===== src/rtl/simple_bit_ops_arb.sv =====
// Two-requester round-robin arbiter feeding a single-issue bitwise/reduction unit (IDLE -> EXEC -> RESP).
// Define SIMPLE_BIT_OPS_ARB_PERF_EN to add per-requester 16-bit handshake counters perf_cnt0/perf_cnt1.
module simple_bit_ops_arb #(
  parameter int WIDTH = 4
) (
  input  logic             clock,
  input  logic             reset,
  input  logic             req0_valid,
  input  logic             req1_valid,
  output logic             req0_ready,
  output logic             req1_ready,
  input  logic [2:0]       req0_op,
  input  logic [2:0]       req1_op,
  input  logic [WIDTH-1:0] req0_a,
  input  logic [WIDTH-1:0] req0_b,
  input  logic [WIDTH-1:0] req1_a,
  input  logic [WIDTH-1:0] req1_b,
  output logic             rsp_valid,
  input  logic             rsp_ready,
  output logic [WIDTH-1:0] rsp_data,
  output logic             rsp_id,
  output logic             rsp_err
`ifdef SIMPLE_BIT_OPS_ARB_PERF_EN
  ,
  output logic [15:0]      perf_cnt0,
  output logic [15:0]      perf_cnt1
`endif
);

  typedef enum logic [1:0] {
    S_IDLE = 2'd0,
    S_EXEC = 2'd1,
    S_RESP = 2'd2
  } state_t;

  state_t           r_state;
  logic             r_rr;
  logic [2:0]       r_op;
  logic [WIDTH-1:0] r_a;
  logic [WIDTH-1:0] r_b;
  logic             r_id;

  logic             w_req_any;
  logic             w_grant;
  logic             w_gnt_id;
  logic             w_hs;

  // Returns {err, data}; reductions are zero-extended to WIDTH, b is ignored for unary ops.
  function automatic logic [WIDTH:0] f_compute(input logic [2:0]       op,
                                               input logic [WIDTH-1:0] a,
                                               input logic [WIDTH-1:0] b);
    logic [WIDTH-1:0] data;
    logic             err;
    data = '0;
    err  = 1'b0;
    case (op)
      3'd0:    data = a & b;
      3'd1:    data = a ^ b;
      3'd2:    data = a | b;
      3'd3:    data = ~a;
      3'd4:    data = WIDTH'(&a);
      3'd5:    data = WIDTH'(^a);
      3'd6:    data = WIDTH'(|a);
      default: err  = 1'b1;
    endcase
    return {err, data};
  endfunction

  // Ready is combinational in the grant cycle and forced low while reset is asserted.
  assign w_req_any  = req0_valid | req1_valid;
  assign w_grant    = reset & (r_state == S_IDLE) & w_req_any;
  assign w_gnt_id   = (req0_valid & req1_valid) ? r_rr : req1_valid;
  assign req0_ready = w_grant & ~w_gnt_id;
  assign req1_ready = w_grant & w_gnt_id;
  assign w_hs       = (r_state == S_RESP) & rsp_valid & rsp_ready;

  // Grant stage: operands are captured once and never re-sampled for this operation.
  always_ff @(posedge clock) begin
    if (w_grant) begin
      r_id <= w_gnt_id;
      r_op <= w_gnt_id ? req1_op : req0_op;
      r_a  <= w_gnt_id ? req1_a  : req0_a;
      r_b  <= w_gnt_id ? req1_b  : req0_b;
    end
  end

  always_ff @(posedge clock or negedge reset) begin
    if (!reset) begin
      r_state   <= S_IDLE;
      r_rr      <= 1'b0;
      rsp_valid <= 1'b0;
      rsp_data  <= '0;
      rsp_id    <= 1'b0;
      rsp_err   <= 1'b0;
    end else begin
      case (r_state)
        S_IDLE: begin
          if (w_grant) begin
            r_state <= S_EXEC;
          end
        end
        S_EXEC: begin
          {rsp_err, rsp_data} <= f_compute(r_op, r_a, r_b);
          rsp_id              <= r_id;
          rsp_valid           <= 1'b1;
          r_state             <= S_RESP;
        end
        S_RESP: begin
          // Priority passes to the requester that was not just served.
          if (rsp_ready) begin
            rsp_valid <= 1'b0;
            r_rr      <= ~rsp_id;
            r_state   <= S_IDLE;
          end
        end
        default: begin
          r_state <= S_IDLE;
        end
      endcase
    end
  end

`ifdef SIMPLE_BIT_OPS_ARB_PERF_EN
  always_ff @(posedge clock or negedge reset) begin
    if (!reset) begin
      perf_cnt0 <= 16'd0;
      perf_cnt1 <= 16'd0;
    end else if (w_hs) begin
      if (rsp_id) begin
        perf_cnt1 <= perf_cnt1 + 16'd1;
      end else begin
        perf_cnt0 <= perf_cnt0 + 16'd1;
      end
    end
  end
`else
  logic w_hs_unused;
  assign w_hs_unused = w_hs;
`endif

endmodule


===== config.mk =====
export PLATFORM = sky130hd
export DESIGN_NAME = simple_bit_ops_arb
export DESIGN_NICKNAME = d
export VERILOG_FILES = /design/src/rtl/simple_bit_ops_arb.sv
export SDC_FILE = /design/constraint.sdc
export NUM_CORES = 1
export LEC_CHECK = 0
export CORE_ASPECT_RATIO = 1.5
export CORE_MARGIN = 2
export CORE_UTILIZATION = 49
export CTS_BUF_LIST = sky130_fd_sc_hd__clkbuf_8
export CTS_CLUSTER_SIZE = 10
export DETAILED_ROUTE_END_ITERATION = 6
export PLACE_DENSITY = 0.8
export SYNTH_ARGS = -nofsm -noshare
export SYNTH_HDL_FRONTEND = slang
export SYNTH_SLANG_ARGS = --single-unit

===== constraint.sdc =====
create_clock -name clock -period 1.8 [get_ports clock]
set_input_delay 0.27 -clock clock [delete_from_list [all_inputs] [get_ports clock]]
set_output_delay 0.27 -clock clock [all_outputs]
set_load 0.1 [all_outputs]

==> impl_metrics.yaml <==
critical_path:
  r2r_start: "r_a[3]"
  required_ns: 1.53
  crit_type: "register to output port"
  cp.arrival_ns: 1.45
  r2r_slack_ns: 0.13
  critPathMaxFanout: 7
  setup.worst_path.start_class: "register"
  reg2regPathDepth: 6
  r2r_end: "rsp_data[0]"
  end_kind: "output port"
  cp-endpoint: "req1_ready"
  startpoint: "r_state[1]"
synth:
  synth_warnings: 0
  synth_area_um2: 1265
  synth.area.top_cells: "edfxtp_1, dfrtp_1, ha_1"
  yosysUniqueCellTypes: 27
  ys_ff_latch: 22
  syn_inst: 104
  syn_nets: 143
  synth_top_area_cell: "edfxtp_1"
  synth_top_cell_area_share_pct: 28.49
  syn_area_per_cell_um2: 12.16
  ys_seq_area_share_pct: 48.27
worst_hold_path:
  holdCritPathClass: "input pin to asynchronous set/reset pin"
layout:
  fill_cells: 166
  diodes: 0
  drive_gt1_share_pct: 26.03
  final_common_cell: "clkdlybuf4s50_1"
  post-route-util_pct: 73.19
  area_growth_pct: 41.74
  layout_common_cells: "clkdlybuf4s50_1, inv_1, ha_1, edfxtp_1, mux2_2"
  nNetsFinal: 186
drt:
  drt_pass1_iterations: 4
  drc_errors: 0
  wl_per_cell_um: 15.09
  route.antenna.remaining_nets: 0
  vias: 939
  drtIter0Drc: 13
  totalWireLength_um: 2566
  avgViaCountPerCell: 5.524
pwr:
  cellLeakagePower_nw: 0.7923
  p_per_area_nw_per_um2: 1398
  vdd_drop_max_uv: 689.7
cts:
  cts_tree: "yes"
  clockBufferDepth: 2
  clk_pin_slew_worst_paths_ns: 0.08
  numCtsBuffers: 3
  clk_latency_ns: 0.26
  root_buffer: "clkbuf_8"
  cts_max_level: 1
  cts_sinks: 22
global_route:
  antenna_found_initial: 0
  grt_remaining_overflow: 0
  first_global_vias: 1060
  grt_usage_pct: 20.32
  grt_pass1_wl_um: 4485
  grt_max_degree: 14
placement:
  place_congestion: 0.7397
  port_buffers: 35
  hpwl_um: 1969
sta:
  finalHoldViolCount: 0
  tns_ns: 0
  rsz0062_at_grt: "false"
  min_period_ns: 1.715
  worst_slew_pin_slew_ns: 0.4510
  slew_viol_final: 0
  max_freq_ghz: 0.5831
  min_period_over_period_pct: 95.28
  setup_violations: 0
  finClkSkew_ns: 0.006360
  slew_headroom_pct: 69.90
floorplanning:
  die_x_um: 45.49
  die_h_um: 66.23
  start_util_pct: 51.63
  rows: 22
  die-area_um2: 3012
  core_um2: 2450
  io_pins: 36
run_status:
  status: "finished clean"
flow_run:
  maxCapViolCount: 0
-- cells in the mapped netlist --
library cell and number:
a211o_1 1, a21oi_1 3, a22o_1 3, a311oi_1 1
a31oi_1 1, and4b_1 1, buf_4 1, buf_6 2
dfrtp_1 10, edfxtp_1 12, ha_1 12, inv_1 16
mux2_2 11, mux4_2 3, nand2_1 7, nand2b_1 3
nand3_1 1, nand3b_1 1, nand4_1 1, nor2_1 5
nor2b_1 1, nor3b_1 1, o211ai_1 1, o21ai_0 3
o21ai_2 1, o221a_1 1, xnor2_1 1
-- sequential cells by signal, summed over array words and instances (netlist names) --
register	count
rsp_data	4
r_state	2
r_a	4
r_id	1
rsp_valid	1
r_b	4
rsp_err	1
rsp_id	1
r_op	3
r_rr	1
-- worst min path at each step --
stage                      from         end  slack (ns)  cells past startpoint
after floorplan           reset        r_rr       -0.03                      0
after global placement     r_id      rsp_id        0.42                      2
after detailed placement   r_id      rsp_id        0.44                      2
after CTS                 reset      rsp_id        0.37                      2
after global routing      reset  r_state[0]        0.38                      2
final                     reset  r_state[0]        0.40                      2
-- critical path, cell delays in order (launching register included) --
cell      delay [ns]
dfrtp_1         0.46
nor2_1          0.13
o211ai_1        0.10
buf_4           0.17
nor2_2          0.13
buf_12          0.19
-- cell families after synthesis --
logic type / count (synthesis) / share of synthesized area (%)
buffers and inverters: 19 / 7.122
XOR/XNOR: 1 / 0.6925
flip-flops: 22 / 48.27
AND/OR/NAND/NOR: 21 / 8.409
adder cells (fa/ha/maj): 12 / 11.87
AO/OA/AOI/OAI: 15 / 8.507
multiplexers: 14 / 15.13
-- report_power, final --
group	leakage, nW	switching (W)	total [W]	internal, W
registers	0.238	0.000126	0.000805	0.000679
logic	0.518	0.000808	0.00124	0.000431
clock network	0.0357	0.000165	0.000462	0.000297
-- area by class of cell --
| class | instances | area, um2 | area share, % |
|---|---|---|---|
| clock buffer | 3 | 41.29 | 2.303 |
| clock inverter | 1 | 30.03 | 1.675 |
| inverter | 16 | 60.06 | 3.350 |
| multi-input combinational | 63 | 585.6 | 32.66 |
| sequential | 22 | 610.6 | 34.05 |
| tap | 24 | 30.03 | 1.675 |
| timing repair buffer | 41 | 435.4 | 24.28 |
-- through the flow --
step / setup slack [ns] / total power (W) / std cells / instance area, um2 / hold slack (ns)
after floorplan: -0.08081 / 0.001644 / 104 / 1270 / -0.02559
after global placement: 0.03821 / 0.001985 / 164 / 1690 / 0.4234
after detailed placement: -0.0005770 / 0.002027 / 164 / 1690 / 0.4357
after CTS: 0.01102 / 0.002498 / 168 / 1762 / 0.3744
after global routing: 0.0001561 / 0.002615 / 170 / 1793 / 0.3784
final: 0.08492 / 0.002506 / 170 / 1793 / 0.4047
-- repair_timing --
item | in CTS | in global routing
gates resized for setup | 0 | 4
endpoints found under the setup margin | 0 | 2
endpoints found under the hold margin | 0 | 0
hold buffers | 0 | 0
buffers inserted | 0 | 2
-- metal layers --
metal | global-route usage, % | vias to the layer above | share of wire (%)
li1 | - | 448 | -
met1 | 21.04 | 447 | 35
met2 | 37.68 | 36 | 57
met3 | 3.005 | 8 | 4.5
met4 | 9.191 | 0 | 3.2
met5 | 0 | - | 0
(Power assumes the default switching activity.)
